--- src/rtl/pipe_hazard_ctrl_if.sv ---
// Control bundle between the hazard sequencer and the 5-stage pipeline register bank.
// The master side belongs to the sequencer; the slave side belongs to the datapath.
interface pipe_hazard_ctrl_if #(
  parameter int unsigned REG_W = 5,
  parameter int unsigned CNT_W = 32
);
  logic             icache_stall;
  logic             dcache_stall;
  logic [REG_W-1:0] id_rs;
  logic [REG_W-1:0] id_rt;
  logic             id_use_rs;
  logic             id_use_rt;
  logic             ex_memread;
  logic [REG_W-1:0] ex_rd;
  logic             ex_mdu_op;
  logic             ex_br_taken;

  logic             ld_pc;
  logic             ld_ifid;
  logic             ld_idex;
  logic             ld_exmem;
  logic             ld_memwb;
  logic             flush_ifid;
  logic             flush_idex;
  logic             flush_exmem;
  logic             mdu_done;
  logic [CNT_W-1:0] stall_cnt;
  logic [CNT_W-1:0] flush_cnt;

  modport master (
    input  icache_stall, dcache_stall, id_rs, id_rt, id_use_rs, id_use_rt,
           ex_memread, ex_rd, ex_mdu_op, ex_br_taken,
    output ld_pc, ld_ifid, ld_idex, ld_exmem, ld_memwb,
           flush_ifid, flush_idex, flush_exmem, mdu_done, stall_cnt, flush_cnt
  );

  modport slave (
    output icache_stall, dcache_stall, id_rs, id_rt, id_use_rs, id_use_rt,
           ex_memread, ex_rd, ex_mdu_op, ex_br_taken,
    input  ld_pc, ld_ifid, ld_idex, ld_exmem, ld_memwb,
           flush_ifid, flush_idex, flush_exmem, mdu_done, stall_cnt, flush_cnt
  );
endinterface

--- src/rtl/pipe_hazard_ctrl.sv ---
// Pipeline hazard sequencer: load enables and bubble strobes for PC, IF/ID, ID/EX, EX/MEM, MEM/WB.
// Define PIPE_PERF_CNT_EN to build the stall/flush performance counters; otherwise they read 0.
module pipe_hazard_ctrl #(
  parameter int unsigned REG_W   = 5,
  parameter int unsigned MDU_LAT = 4,
  parameter int unsigned CNT_W   = 32
) (
  input logic                clk,
  input logic                rst,
  pipe_hazard_ctrl_if.master bus
);

  localparam int unsigned MduCntW = (MDU_LAT > 2) ? $clog2(MDU_LAT) : 1;

  typedef enum logic [1:0] {
    StRun     = 2'd0,
    StMduBusy = 2'd1,
    StMemWait = 2'd2
  } state_e;

  state_e               state_q, state_d;
  state_e               saved_q, saved_d;
  state_e               eff_state;
  logic [MduCntW-1:0]   mdu_cnt_q, mdu_cnt_d;

  logic [REG_W-1:0]     ex_rd;
  logic                 cache_stall;
  logic                 load_use;
  logic                 br_squash;

  logic ld_pc, ld_ifid, ld_idex, ld_exmem, ld_memwb;
  logic flush_ifid, flush_idex, flush_exmem, mdu_done;

  assign ex_rd       = bus.ex_rd;
  assign cache_stall = bus.icache_stall | bus.dcache_stall;
  assign load_use    = bus.ex_memread && (ex_rd != '0) &&
                       ((bus.id_use_rs && (bus.id_rs == ex_rd)) ||
                        (bus.id_use_rt && (bus.id_rt == ex_rd)));

  // Leaving MEM_WAIT behaves as the saved state in the same cycle, so decode on the effective state.
  assign eff_state = (state_q == StMemWait) ? saved_q : state_q;

  always_comb begin
    state_d     = state_q;
    saved_d     = saved_q;
    mdu_cnt_d   = mdu_cnt_q;
    ld_pc       = 1'b1;
    ld_ifid     = 1'b1;
    ld_idex     = 1'b1;
    ld_exmem    = 1'b1;
    ld_memwb    = 1'b1;
    flush_ifid  = 1'b0;
    flush_idex  = 1'b0;
    flush_exmem = 1'b0;
    mdu_done    = 1'b0;
    br_squash   = 1'b0;

    if (cache_stall) begin
      ld_pc    = 1'b0;
      ld_ifid  = 1'b0;
      ld_idex  = 1'b0;
      ld_exmem = 1'b0;
      ld_memwb = 1'b0;
      state_d  = StMemWait;
      if (state_q != StMemWait) saved_d = state_q;
    end else begin
      state_d = eff_state;
      case (eff_state)
        StMduBusy: begin
          if (mdu_cnt_q != '0) begin
            ld_pc       = 1'b0;
            ld_ifid     = 1'b0;
            ld_idex     = 1'b0;
            flush_exmem = 1'b1;
            mdu_cnt_d   = mdu_cnt_q - MduCntW'(1);
          end else begin
            mdu_done = 1'b1;
            state_d  = StRun;
          end
        end
        default: begin
          if (bus.ex_mdu_op) begin
            // First EX cycle of the op; the remaining MDU_LAT-1 cycles run in MDU_BUSY.
            ld_pc       = 1'b0;
            ld_ifid     = 1'b0;
            ld_idex     = 1'b0;
            flush_exmem = 1'b1;
            mdu_cnt_d   = MduCntW'(MDU_LAT - 2);
            state_d     = StMduBusy;
          end else if (bus.ex_br_taken) begin
            flush_ifid = 1'b1;
            flush_idex = 1'b1;
            br_squash  = 1'b1;
          end else if (load_use) begin
            ld_pc      = 1'b0;
            ld_ifid    = 1'b0;
            flush_idex = 1'b1;
          end
        end
      endcase
    end

    if (rst) begin
      ld_pc       = 1'b0;
      ld_ifid     = 1'b0;
      ld_idex     = 1'b0;
      ld_exmem    = 1'b0;
      ld_memwb    = 1'b0;
      flush_ifid  = 1'b0;
      flush_idex  = 1'b0;
      flush_exmem = 1'b0;
      mdu_done    = 1'b0;
      br_squash   = 1'b0;
    end
  end

  always_ff @(posedge clk or posedge rst) begin
    if (rst) begin
      state_q   <= StRun;
      saved_q   <= StRun;
      mdu_cnt_q <= '0;
    end else begin
      state_q   <= state_d;
      saved_q   <= saved_d;
      mdu_cnt_q <= mdu_cnt_d;
    end
  end

  assign bus.ld_pc       = ld_pc;
  assign bus.ld_ifid     = ld_ifid;
  assign bus.ld_idex     = ld_idex;
  assign bus.ld_exmem    = ld_exmem;
  assign bus.ld_memwb    = ld_memwb;
  assign bus.flush_ifid  = flush_ifid;
  assign bus.flush_idex  = flush_idex;
  assign bus.flush_exmem = flush_exmem;
  assign bus.mdu_done    = mdu_done;

`ifdef PIPE_PERF_CNT_EN
  logic [CNT_W-1:0] stall_cnt_q;
  logic [CNT_W-1:0] flush_cnt_q;

  always_ff @(posedge clk or posedge rst) begin
    if (rst) begin
      stall_cnt_q <= '0;
      flush_cnt_q <= '0;
    end else begin
      if (!ld_pc)    stall_cnt_q <= stall_cnt_q + CNT_W'(1);
      if (br_squash) flush_cnt_q <= flush_cnt_q + CNT_W'(1);
    end
  end

  assign bus.stall_cnt = stall_cnt_q;
  assign bus.flush_cnt = flush_cnt_q;
`else
  logic unused_br_squash;
  assign unused_br_squash = br_squash;
  assign bus.stall_cnt    = {CNT_W{1'b0}};
  assign bus.flush_cnt    = {CNT_W{1'b0}};
`endif

endmodule

--- src/flat_wrapper.sv ---
// flat-port wrapper written by rule: the top's interface ports become plain ports
module pipe_hazard_ctrl_flat 
#(
  parameter int unsigned REG_W   = 5,
  parameter int unsigned MDU_LAT = 4,
  parameter int unsigned CNT_W   = 32
)
  (clk, rst, bus_icache_stall, bus_dcache_stall, bus_id_rs, bus_id_rt, bus_id_use_rs, bus_id_use_rt, bus_ex_memread, bus_ex_rd, bus_ex_mdu_op, bus_ex_br_taken, bus_ld_pc, bus_ld_ifid, bus_ld_idex, bus_ld_exmem, bus_ld_memwb, bus_flush_ifid, bus_flush_idex, bus_flush_exmem, bus_mdu_done, bus_stall_cnt, bus_flush_cnt);
  pipe_hazard_ctrl_if #(.REG_W(REG_W), .CNT_W(CNT_W)) bus_i ();
  input logic clk;
  input logic rst;
  input wire logic [$bits(bus_i.icache_stall)-1:0] bus_icache_stall;
  input wire logic [$bits(bus_i.dcache_stall)-1:0] bus_dcache_stall;
  input wire logic [$bits(bus_i.id_rs)-1:0] bus_id_rs;
  input wire logic [$bits(bus_i.id_rt)-1:0] bus_id_rt;
  input wire logic [$bits(bus_i.id_use_rs)-1:0] bus_id_use_rs;
  input wire logic [$bits(bus_i.id_use_rt)-1:0] bus_id_use_rt;
  input wire logic [$bits(bus_i.ex_memread)-1:0] bus_ex_memread;
  input wire logic [$bits(bus_i.ex_rd)-1:0] bus_ex_rd;
  input wire logic [$bits(bus_i.ex_mdu_op)-1:0] bus_ex_mdu_op;
  input wire logic [$bits(bus_i.ex_br_taken)-1:0] bus_ex_br_taken;
  output wire logic [$bits(bus_i.ld_pc)-1:0] bus_ld_pc;
  output wire logic [$bits(bus_i.ld_ifid)-1:0] bus_ld_ifid;
  output wire logic [$bits(bus_i.ld_idex)-1:0] bus_ld_idex;
  output wire logic [$bits(bus_i.ld_exmem)-1:0] bus_ld_exmem;
  output wire logic [$bits(bus_i.ld_memwb)-1:0] bus_ld_memwb;
  output wire logic [$bits(bus_i.flush_ifid)-1:0] bus_flush_ifid;
  output wire logic [$bits(bus_i.flush_idex)-1:0] bus_flush_idex;
  output wire logic [$bits(bus_i.flush_exmem)-1:0] bus_flush_exmem;
  output wire logic [$bits(bus_i.mdu_done)-1:0] bus_mdu_done;
  output wire logic [$bits(bus_i.stall_cnt)-1:0] bus_stall_cnt;
  output wire logic [$bits(bus_i.flush_cnt)-1:0] bus_flush_cnt;
  assign bus_i.icache_stall = bus_icache_stall;
  assign bus_i.dcache_stall = bus_dcache_stall;
  assign bus_i.id_rs = bus_id_rs;
  assign bus_i.id_rt = bus_id_rt;
  assign bus_i.id_use_rs = bus_id_use_rs;
  assign bus_i.id_use_rt = bus_id_use_rt;
  assign bus_i.ex_memread = bus_ex_memread;
  assign bus_i.ex_rd = bus_ex_rd;
  assign bus_i.ex_mdu_op = bus_ex_mdu_op;
  assign bus_i.ex_br_taken = bus_ex_br_taken;
  assign bus_ld_pc = bus_i.ld_pc;
  assign bus_ld_ifid = bus_i.ld_ifid;
  assign bus_ld_idex = bus_i.ld_idex;
  assign bus_ld_exmem = bus_i.ld_exmem;
  assign bus_ld_memwb = bus_i.ld_memwb;
  assign bus_flush_ifid = bus_i.flush_ifid;
  assign bus_flush_idex = bus_i.flush_idex;
  assign bus_flush_exmem = bus_i.flush_exmem;
  assign bus_mdu_done = bus_i.mdu_done;
  assign bus_stall_cnt = bus_i.stall_cnt;
  assign bus_flush_cnt = bus_i.flush_cnt;
  pipe_hazard_ctrl #(.REG_W(REG_W), .MDU_LAT(MDU_LAT), .CNT_W(CNT_W)) u_core (.clk(clk), .rst(rst), .bus(bus_i));
endmodule
--- config.mk ---
export PLATFORM = sky130hd
export DESIGN_NAME = pipe_hazard_ctrl_flat
export DESIGN_NICKNAME = d
export VERILOG_FILES = /design/src/rtl/pipe_hazard_ctrl_if.sv /design/src/rtl/pipe_hazard_ctrl.sv /design/src/flat_wrapper.sv
export SDC_FILE = /design/constraint.sdc
export NUM_CORES = 1
export LEC_CHECK = 0
export ABC_AREA = 1
export CAP_MARGIN = 20
export CORE_AREA = 2 2 47 81
export DETAILED_ROUTE_END_ITERATION = 7
export DIE_AREA = 0 0 49 83
export PLACE_DENSITY = 0.83
export SLEW_MARGIN = 40
export SYNTH_ARGS = -nofsm -noshare
export SYNTH_HDL_FRONTEND = slang
export SYNTH_SLANG_ARGS = --single-unit
--- constraint.sdc ---
create_clock -name clk -period 1.79 [get_ports clk]
set_input_delay 0.179 -clock clk [delete_from_list [all_inputs] [get_ports clk]]
set_output_delay 0.179 -clock clk [all_outputs]
set_load 0.01 [all_outputs]
After elaboration in Yosys (flattened, before gate mapping)
Cells that the tools add are included.
Operators by class
  add/subtract/negate cells: 1
  equal/unequal tests: 6
  muxes and demuxes: 40
  bitwise gates (word level): 2
  reductions and logical operators: 10
Operator list (count)
  $mux W1: 32
  $mux W2: 8
  $eq A5 B5 Y1: 2
  $reduce_bool A5 Y1: 1
  $logic_and A1 B1 Y1: 4
  $reduce_bool A2 Y1: 2
  $reduce_and A3 Y1: 1
  $eq A2 B1 Y1 const B: 1
  $eq A2 B2 Y1 const B: 1
  $ne A2 B1 Y1 const B: 1
  $ne A2 B2 Y1 const B: 1
  $reduce_and A2 Y1: 1
  $sub A2 B1 Y2 const B: 1
  $logic_or A1 B1 Y1: 1
  $not A1 Y1: 1
  $or A1 B1 Y1: 1
Storage, ports and cells
  bits in registers: 6
  input port bits: 24
  output and inout bits: 73
  logic and storage cells: 62

Depth between registers and ports, before layout
Gate-level depths: netlist of the first run.
  depth after elaboration: 10
  depth in mapped cells: 10
  gate-level depth less buffers: 9

Worst setup path after synthesis of the first run
Ideal clock, no wire load.
  path kind: flip-flop to output port
  from: register u_core.state_q[1]
  to: output port bus_ld_pc
  arrival: 1264 ps
  data required time: 1611 ps
  slack: 347 ps
  cell stages (with the launch flop): 7
  path buffers: 1
  path through: dfrtp_1 -> a21oi_4 -> nor2_8 -> inv_2 -> o21ai_0 -> a21oi_1 -> buf_4
Between the ends
  cells in the longest elaborated chain, start to end: 6
Ends and longest elaborated chain
  start: declaration: line pipe_hazard_ctrl.sv:21  | state_e state_q, state_d;
  start signal: assignment: line pipe_hazard_ctrl.sv:119  | state_q <= StRun;
  start signal: assignment: line pipe_hazard_ctrl.sv:123  | state_q <= state_d;
  $eq A2 B2 Y1: line pipe_hazard_ctrl.sv:41  | assign eff_state = (state_q == StMemWait) ? saved_q : state_q;
  $mux W2 *: line pipe_hazard_ctrl.sv:41
  $eq A2 B1 Y1 *
  $mux W1 * (3 in series)
  end: declaration: line flat_wrapper.sv:22  | output wire logic [$bits(bus_i.ld_pc)-1:0] bus_ld_pc;
Mark *: on every way between the ends. The rest lies on a longest branch, timed or not.

Worst setup path in the final report of the first run
  from: register u_core.state_q[0]
  to: output port bus_flush_ifid
Between the ends
  cells in the longest elaborated chain, start to end: 6
Ends and longest elaborated chain
  $eq A2 B2 Y1: line pipe_hazard_ctrl.sv:41
  $mux W2 *: line pipe_hazard_ctrl.sv:41
  $eq A2 B1 Y1 *: line pipe_hazard_ctrl.sv:68  | case (eff_state)
  $mux W1 *: line pipe_hazard_ctrl.sv:68
  $mux W1 *: line pipe_hazard_ctrl.sv:58  | if (cache_stall) begin
  $mux W1 *: line pipe_hazard_ctrl.sv:103  | if (rst) begin
  end: declaration: line flat_wrapper.sv:27  | output wire logic [$bits(bus_i.flush_ifid)-1:0] bus_flush_ifid;
Marks and branches as above.

==> results of run 1 <==
==> power by group <==
| group | internal, µW | switching, µW | total [µW] | leakage (µW) |
|---|---|---|---|---|
| logic | 203 | 274 | 477 | 0.000717 |
| registers | 181 | 28.7 | 210 | 0.0000718 |
| clock network | 145 | 60.9 | 205 | 0.0000216 |
| total | 529 | 363 | 892 | 0.000810 |
==> worst min-delay path, delay by kind of cell <==
family | cells | cell delay, ps
buffers and inverters | 3 | 830
==> flip-flops by register name (all words and copies together), names as in the netlist <==
| register | count |
|---|---|
| u_core.mdu_cnt_q | 2 |
| u_core.saved_q | 2 |
| u_core.state_q | 2 |
==> what timing repair did <==
item / in CTS / in global routing
pin swaps: 1 / 4
resized for setup: 15 / 14
setup endpoints to repair: 9 / 4
==> layout make-up <==
type                            instances  area [µm²]  area share
Multi-Input combinational cell        140       638.1      0.4735
Timing Repair Buffer                   43       371.6      0.2758
Sequential cell                         6       150.1      0.1114
Inverter                               24       90.09     0.06685
Tap cell                               45       56.30     0.04178
Clock buffer                            3       41.29     0.03064
==> per-stage QoR <==
step	hold WS (ps)	power (µW)	setup TNS (ps)	worst slack [ps]	std cells
2_1_floorplan	-30.04	623.1	0	347.0	236
3_3_place_gp	512.6	677.3	-1189	-427.4	258
3_5_place_dp	520.3	689.9	-1303	-372.3	258
4_1_cts	415.3	896.8	0	3.326	261
5_1_grt	454.6	954.0	-5.964	-5.964	261
6_report	415.0	892.5	0	47.48	261
==> logic make-up (layout without fill, tap and decap cells) <==
group | after synthesis | in the layout | share of synthesized area
adder cells (fa/ha/maj) | 1 | 1 | 0.01121
AND/OR/NAND/NOR | 64 | 64 | 0.2545
other | 1 | 64 | 0.003360
flip-flops | 6 | 6 | 0.1345
AO/OA/AOI/OAI | 11 | 11 | 0.07174
buffers and inverters | 90 | 70 | 0.5247
==> worst min-delay path by stage <==
stage               cells after the start                   to           startpoint
floorplan                               1  u_core.mdu_cnt_q[0]                  rst
global placement                        2  u_core.mdu_cnt_q[1]  u_core.mdu_cnt_q[1]
detailed placement                      2  u_core.mdu_cnt_q[1]  u_core.mdu_cnt_q[1]
CTS                                     3  u_core.mdu_cnt_q[0]                  rst
global route                            3    u_core.state_q[0]                  rst
finish                                  3  u_core.mdu_cnt_q[0]                  rst
==> cells in the final DEF, fill, tap and decap left out, types with 3 or more instances in the layout <==
cell type / n
sky130_fd_sc_hd__buf_4: 12
sky130_fd_sc_hd__clkbuf_2: 3
sky130_fd_sc_hd__clkbuf_8: 3
sky130_fd_sc_hd__clkdlybuf4s50_1: 20
sky130_fd_sc_hd__conb_1: 64
sky130_fd_sc_hd__dfrtp_1: 6
sky130_fd_sc_hd__dlygate4sd2_1: 7
sky130_fd_sc_hd__inv_1: 19
sky130_fd_sc_hd__inv_2: 5
sky130_fd_sc_hd__nand2_1: 37
sky130_fd_sc_hd__nand3_1: 6
sky130_fd_sc_hd__nor2_1: 11
sky130_fd_sc_hd__o21ai_1: 3
==> routing by layer <==
layer | routed length [µm] | track usage | vias up
met4 | 49 | 0.06234 | 0
met1 | 611 | 0.06770 | 429
li1 | - | - | 476
met5 | 0 | 0 | -
met2 | 1280 | 0.2204 | 71
met3 | 244 | 0.02338 | 6
==> results.py, run 1 <==
metrics = {
    "setup_path": {
        "cp.buffers_inverters": 2,
        "start_kind": "flip-flop",
        "worst_setup_path_end_kind": "output port",
        "reg2reg_to": "u_core.mdu_cnt_q[1]",
        "timing.critical_path.required_ps": 1610,
        "worst-path-max-fanout": 4,
        "worstPathCellList": "o21a_4 > nor2_8 > inv_2 > nand3_1 > nor2_1 > dlygate4sd2_1",
        "reg2regPathDepth": 7,
        "worstSetupStartpoint": "u_core.state_q[0]",
        "path_class": "reg -> out",
        "critPathSlowestCell": "sky130_fd_sc_hd__dfrtp_1",
        "critical_path_cell_count": 6,
        "critPathArrivalTime_ps": 1560,
        "reg2reg_slack_ps": 430,
        "r2r-start": "u_core.state_q[0]",
        "gate_family_responsible_for_the_most_delay_along_the_worst_path": "flip-flops",
        "worstSetupEndpoint": "bus_flush_ifid",
        "critPathMaxStageDelay_ps": 420,
    },
    "finish": {
        "fin_area_um2": 1348,
        "final_nets": 243,
        "antennaDiodeCount": 0,
        "nFillCells": 365,
        "final_core_util": 0.3965,
        "drive_gt1_frac": 0.1713,
        "area_growth_syn_to_layout_pct": 20.74,
    },
    "placed_design": {
        "io_buffers": 32,
        "place.detailed.hpwl_mm": 1.930,
        "placed_area_um2": 1316,
        "gpl.final_weighted_congestion": 0.7355,
    },
    "global_routing": {
        "grt_antenna_before_repair": 0,
        "pin_count_of_the_biggest_net_entering_global_routing": 7,
        "grt_pass1_vias": 838,
        "grt_first_pass_wirelength_mm": 3.208,
        "gr-total-overflow": 0,
        "global_route_total_usage_across_every_layer": 0.1012,
    },
    "synth": {
        "synth-seq-cells": 6,
        "yosys-top-cells-area": "sky130_fd_sc_hd__buf_4, sky130_fd_sc_hd__dfrtp_1, sky130_fd_sc_hd__nand2_1",
        "syn_area_um2": 1116,
        "ys_top_cells_by_count": "sky130_fd_sc_hd__buf_4, sky130_fd_sc_hd__nand2_1, sky130_fd_sc_hd__inv_1",
        "synth_seq_area_share": 0.1345,
        "synth-edff-count": 0,
        "yosysMostFrequentCell": "sky130_fd_sc_hd__buf_4",
        "synth.distinct_cells": 20,
        "yosys_warnings": 0,
        "synth_async_sr_flop_share": 1.000,
        "yosys.area.top_type_share": 0.4439,
        "cell_accounting_for_the_most_synthesized_area": "sky130_fd_sc_hd__buf_4",
        "synth.avg_cell_area_um2": 6.451,
        "synthesis.instances": 173,
        "dominantRegCellSynth": "sky130_fd_sc_hd__dfrtp_1",
    },
    "floorplanning": {
        "initial_util": 0.3284,
        "placement_rows": 28,
        "design.core.area_um2": 3398,
        "die_x_um": 49,
        "io_pins": 97,
        "dieArea_um2": 4067,
        "die-height_um": 83,
    },
    "sta": {
        "max_freq_ghz": 0.5739,
        "hold_violations": 0,
        "setup_viol": 0,
        "grt_setup_unrepaired": "yes",
        "final_max_slew_violation_count": 0,
        "layout_worst_path_cycle_share": 0.9735,
        "period_needed_ps": 1743,
        "final_setup_skew_ps": 0.4143,
    },
    "cts": {
        "postCtsHoldBufs": 0,
        "clock-sinks": 6,
        "post_cts_setup_repair_bufs": 0,
        "worst_skew_pair.late_latency_ps": 230,
        "master_cell_of_the_clock_root_buffer": "sky130_fd_sc_hd__clkbuf_8",
        "clk_pin_slew_ps": 30,
        "cts_tree": "done",
        "clock_path_buffers": 2,
        "ctsHtreeMaxLevel": 1,
        "cts_inserted_buffers": 3,
    },
    "routing": {
        "first_pass_iters": 3,
        "route.detailed.wl_per_inst_um": 8.375,
        "drt-initial-drc-count": 5,
        "avgViaCountPerCell": 3.762,
        "antenna_left": 0,
        "drc_violations_left": 0,
        "route.vias.total": 982,
        "postRouteWirelength_mm": 2.186,
    },
    "flow_run": {
        "max-cap-violations": 0,
    },
    "hold_path": {
        "hold_path.class": "in -> async",
    },
    "power": {
        "power_density_nw_per_um2": 662.3,
        "ir_drop_uv": 217.6,
        "leakage_uw": 0.0008103,
    },
    "run_status": {
        "status": "complete, no violations",
    },
}
(Power assumes the default switching activity.)
==> run 2, diff against run 1 <==
--- a/config.mk
+++ b/config.mk
@@ -6,11 +6,12 @@
 export NUM_CORES = 1
 export LEC_CHECK = 0
 export ABC_AREA = 1
+export ABC_CLOCK_PERIOD_IN_PS = 1790
 export CAP_MARGIN = 20
 export CORE_AREA = 2 2 47 81
 export DETAILED_ROUTE_END_ITERATION = 7
 export DIE_AREA = 0 0 49 83
-export PLACE_DENSITY = 0.83
+export PLACE_DENSITY = 0.89
 export SLEW_MARGIN = 40
 export SYNTH_ARGS = -nofsm -noshare
 export SYNTH_HDL_FRONTEND = slang
==> results.py, run 2 (same netlist as run 1, synthesis figures left out) <==
metrics = {
    "run_status": {
        "status": "complete, no violations",
    },
    "finish": {
        "largestRegisters": "u_core.mdu_cnt_q (2), u_core.saved_q (2), u_core.state_q (2)",
        "layout.cells.most_common": "sky130_fd_sc_hd__conb_1",
        "nFillCells": 367,
        "final_cell_mix": "sky130_fd_sc_hd__conb_1, sky130_fd_sc_hd__nand2_1, sky130_fd_sc_hd__inv_1, sky130_fd_sc_hd__clkdlybuf4s50_1, sky130_fd_sc_hd__nor2_1",
        "drive_gt1_frac": 0.1549,
        "final_nets": 240,
        "area_growth_syn_to_layout_pct": 18.27,
        "antennaDiodeCount": 0,
        "final-instance-count-excl-fill": 258,
    },
    "setup_path": {
        "critPathArrivalTime_ps": 1520,
        "start_kind": "flip-flop",
        "timing.critical_path.required_ps": 1610,
        "path_class": "reg -> out",
        "worst-path-max-fanout": 4,
        "worst_setup_path_end_kind": "output port",
    },
    "cts": {
        "clock_path_buffers": 2,
        "postCtsHoldBufs": 0,
        "clk_pin_slew_ps": 40,
        "cts_inserted_buffers": 3,
        "clock-sinks": 6,
        "post_cts_setup_repair_bufs": 0,
        "ctsHtreeMaxLevel": 1,
        "worst_skew_pair.late_latency_ps": 220,
        "master_cell_of_the_clock_root_buffer": "sky130_fd_sc_hd__clkbuf_8",
        "cts_tree": "done",
    },
    "power": {
        "post-layout-total-power_uw": 878.4,
        "leakage_uw": 0.0008285,
        "power_density_nw_per_um2": 665.5,
        "ir_drop_uv": 202.2,
    },
    "global_routing": {
        "global_route_total_usage_across_every_layer": 0.09238,
        "grt_first_pass_wirelength_mm": 2.973,
        "pin_count_of_the_biggest_net_entering_global_routing": 7,
        "grt_pass1_vias": 799,
        "gr-total-overflow": 0,
        "grt_antenna_before_repair": 0,
    },
    "placed_design": {
        "gpl.final_weighted_congestion": 0.7054,
        "io_buffers": 32,
        "place.detailed.hpwl_mm": 1.850,
        "dp.cells": 255,
    },
    "floorplanning": {
        "placement_rows": 28,
        "die-height_um": 83,
        "die_x_um": 49,
        "design.core.area_um2": 3398,
        "io_pins": 97,
        "dieArea_um2": 4067,
        "initial_util": 0.3284,
    },
    "sta": {
        "final_max_slew_violation_count": 0,
        "grt_setup_unrepaired": "no",
        "final_setup_skew_ps": 3.346,
        "worst_slack_on_hold_paths_ps": 375.5,
        "layout_worst_path_cycle_share": 0.9475,
        "hold_violations": 0,
        "max_freq_ghz": 0.5896,
        "period_needed_ps": 1696,
        "setup_viol": 0,
    },
    "routing": {
        "avgViaCountPerCell": 3.597,
        "first_pass_iters": 4,
        "drc_violations_left": 0,
        "drt-initial-drc-count": 10,
        "route.vias.total": 928,
        "route.detailed.wl_per_inst_um": 7.969,
        "antenna_left": 0,
        "postRouteWirelength_mm": 2.056,
    },
    "hold_path": {
        "hold_path.class": "in -> async",
    },
    "flow_run": {
        "max-cap-violations": 0,
    },
}
[run 2: cell types whose count changed in the layout (fill, tap and decap cells not counted), sizes merged]
cell and change:
dlygate4sd2 -1, buf -4, dlymetal6s2s +3, clkbuf +1, clkdlybuf4s50 -2
[run 2: final timing paths]
kind,startpoint,endpoint,slack [ps],depth (start not counted)
hold reg to reg,u_core.mdu_cnt_q[1],u_core.mdu_cnt_q[1],540,2
setup / recovery,u_core.state_q[0],bus_ld_ifid,90,6
max in group asynchronous,rst,u_core.state_q[0],1200,3
setup reg to reg,u_core.state_q[0],u_core.mdu_cnt_q[0],430,8
hold / removal,rst,u_core.mdu_cnt_q[1],380,3
min in group clk,u_core.mdu_cnt_q[1],u_core.mdu_cnt_q[1],540,2
[run 2: metrics by stage]
step | setup TNS [ps] | area (µm²) | utilization | setup slack, ps
2_1_floorplan | 0 | 1353 | - | 347.0
3_5_place_dp | -1205 | 1294 | 0.3807 | -350.7
4_1_cts | 0 | 1328 | 0.3906 | 0.8403
6_report | 0 | 1320 | 0.3884 | 93.99
5_1_grt | 0 | 1320 | 0.3884 | 19.91
3_3_place_gp | -957.9 | 1294 | 0.3807 | -322.2
[run 2: final cells by class]
cell class / instances / area, µm² / area share
tap: 45 / 56.30 / 0.04265
multi-input combinational: 140 / 625.6 / 0.4739
inverter: 24 / 90.09 / 0.06825
clock buffer: 3 / 41.29 / 0.03128
sequential: 6 / 151.4 / 0.1147
timing repair buffer: 40 / 355.3 / 0.2692
[run 2: layer usage]
metal / global-route usage / vias to the layer above / wire length, µm
met5: 0 / - / 0
met4: 0.05455 / 0 / 0
met3: 0.01799 / 0 / 221
met2: 0.1955 / 68 / 1221
met1: 0.06992 / 391 / 613
li1: - / 469 / -
[run 2: where the power goes]
part	internal, µW	switching [µW]	total (µW)
clock network	144	56.3	201
registers	182	29.5	211
logic	198	268	467
[run 2: repair_timing]
action,CTS,global route
endpoints found under the setup margin,7,7
gates resized for setup,16,14
pin swaps,1,2
[run 2: worst max-delay path, cell delays in order, from the launching register on]
cell                      delay (ps)
sky130_fd_sc_hd__dfrtp_2         430
sky130_fd_sc_hd__o21a_4          240
sky130_fd_sc_hd__nor2_8          120
sky130_fd_sc_hd__inv_2            60
sky130_fd_sc_hd__o21ai_0         230
sky130_fd_sc_hd__a21oi_2          60
sky130_fd_sc_hd__buf_2           150
==> run 3, diff against run 2 <==
--- a/config.mk
+++ b/config.mk
@@ -12,6 +12,7 @@
 export DETAILED_ROUTE_END_ITERATION = 7
 export DIE_AREA = 0 0 49 83
 export PLACE_DENSITY = 0.89
+export REMOVE_ABC_BUFFERS = 1
 export SLEW_MARGIN = 40
 export SYNTH_ARGS = -nofsm -noshare
 export SYNTH_HDL_FRONTEND = slang
==> results.py, run 3 (same netlist as run 1, synthesis figures left out) <==
metrics = {
    "setup_path": {
        "path_class": "in -> out",
        "worstSetupStartpoint": "bus_icache_stall",
        "critPathSlowestCell": "sky130_fd_sc_hd__clkdlybuf4s50_1",
        "critPathArrivalTime_ps": 1550,
        "reg2reg_slack_ps": 520,
        "timing.critical_path.required_ps": 1610,
        "worst-path-max-fanout": 3,
        "worstPathCellList": "clkdlybuf4s50_1 > nor2_2 > inv_2 > nor2_4 > buf_4 > clkdlybuf4s50_1",
        "worst_setup_path_end_kind": "output port",
        "cell_mode_on_critical_path": "sky130_fd_sc_hd__clkdlybuf4s50_1",
        "cp.buffers_inverters": 4,
        "start_kind": "input pin",
        "critPathMaxStageDelay_ps": 520,
        "r2r-start": "u_core.state_q[0]",
        "gate_family_responsible_for_the_most_delay_along_the_worst_path": "buffers and inverters",
    },
    "sta": {
        "final_max_slew_violation_count": 0,
        "setup_viol": 0,
        "max_freq_ghz": 0.5768,
        "layout_worst_path_cycle_share": 0.9686,
        "final_setup_skew_ps": 2.167,
        "worst_slack_ps": 56.20,
        "grt_setup_unrepaired": "yes",
        "period_needed_ps": 1734,
        "hold_violations": 0,
    },
    "finish": {
        "area.sequential_um2": 150.1,
        "antennaDiodeCount": 0,
        "final_cell_mix": "sky130_fd_sc_hd__conb_1, sky130_fd_sc_hd__nand2_1, sky130_fd_sc_hd__clkdlybuf4s50_1, sky130_fd_sc_hd__inv_1, sky130_fd_sc_hd__nor2_1",
        "final-instance-count-excl-fill": 255,
        "layout.cells.most_common": "sky130_fd_sc_hd__conb_1",
        "area_growth_syn_to_layout_pct": 17.15,
        "fin_area_um2": 1308,
        "final_core_util": 0.3848,
        "nFillCells": 381,
        "final_nets": 237,
        "multi_input_logic_area_um2": 635.6,
        "drive_gt1_frac": 0.1476,
        "largestRegisters": "u_core.mdu_cnt_q (2), u_core.saved_q (2), u_core.state_q (2)",
    },
    "global_routing": {
        "global_route_total_usage_across_every_layer": 0.1033,
        "gr-total-overflow": 0,
        "grt_antenna_before_repair": 0,
        "pin_count_of_the_biggest_net_entering_global_routing": 7,
        "grt_pass1_vias": 762,
        "grt_first_pass_wirelength_mm": 3.243,
    },
    "routing": {
        "drc_violations_left": 0,
        "postRouteWirelength_mm": 2.201,
        "drt-initial-drc-count": 12,
        "route.detailed.wl_per_inst_um": 8.631,
        "avgViaCountPerCell": 3.624,
        "antenna_left": 0,
        "first_pass_iters": 2,
        "route.vias.total": 924,
    },
    "placed_design": {
        "place_worst_setup_slack_ps": -387.9,
        "placed_area_um2": 1264,
        "io_buffers": 32,
        "gpl.final_weighted_congestion": 0.8381,
        "dp.cells": 251,
        "place.detailed.hpwl_mm": 1.921,
    },
    "floorplanning": {
        "io_pins": 97,
        "initial_util": 0.3284,
        "dieArea_um2": 4067,
        "placement_rows": 28,
        "design.core.area_um2": 3398,
        "die_x_um": 49,
        "die-height_um": 83,
    },
    "cts": {
        "master_cell_of_the_clock_root_buffer": "sky130_fd_sc_hd__clkbuf_8",
        "clk_pin_slew_ps": 40,
        "worst_skew_pair.late_latency_ps": 220,
        "clock-sinks": 6,
        "clock_path_buffers": 2,
        "ctsHtreeMaxLevel": 1,
        "cts_inserted_buffers": 3,
        "cts_tree": "done",
        "postCtsHoldBufs": 0,
    },
    "power": {
        "ir_drop_uv": 231.3,
        "leakage_uw": 0.0008094,
        "post-layout-total-power_uw": 852.9,
        "power_density_nw_per_um2": 652.3,
    },
    "hold_path": {
        "hold_path.class": "in -> async",
    },
    "run_status": {
        "status": "complete, no violations",
    },
    "flow_run": {
        "max-cap-violations": 0,
    },
}
[run 3: where the power goes]
group          switching [µW]  internal [µW]
Sequential               29.6            181
Combinational             271            171
Clock                    55.7            144
[run 3: stage by stage]
stage	TNS (ps)	hold slack, ps
after floorplan	0	-30.04
after global placement	-1256	503.8
after detailed placement	-1253	539.3
after CTS	0	379.6
after global routing	-22.55	441.3
final	0	410.8
[run 3: worst paths after layout]
path,end,cells after the start
worst max-delay path,bus_ld_memwb,6
worst min-delay path,u_core.state_q[0],3
worst max register to register,u_core.mdu_cnt_q[1],7
worst min register to register,u_core.saved_q[1],2
max in group asynchronous,u_core.saved_q[0],3
min in group clk,u_core.saved_q[1],2
[run 3: layout make-up]
class	instances	area share
Clock buffer	3	0.03158
Multi-Input combinational cell	140	0.4861
Timing Repair Buffer	37	0.2555
Sequential cell	6	0.1148
Inverter	24	0.06890
Tap cell	45	0.04306
[run 3: what timing repair did]
action,in CTS,in global routing
buffers inserted,0,1
pin swaps,1,3
resized for setup,24,9
setup endpoints to repair,7,8
[run 3: tightest hold or removal path: cells and delay by family]
family   cells  cell delay [ps]
buf+inv      3              820
[run 3: layer usage]
layer  track usage  routed length (µm)  vias up
li1              -                   -      463
met1       0.09061                 688      389
met2        0.2154                1269       72
met3       0.02518                 243        0
met4       0.03117                   0        0
met5             0                   0        -
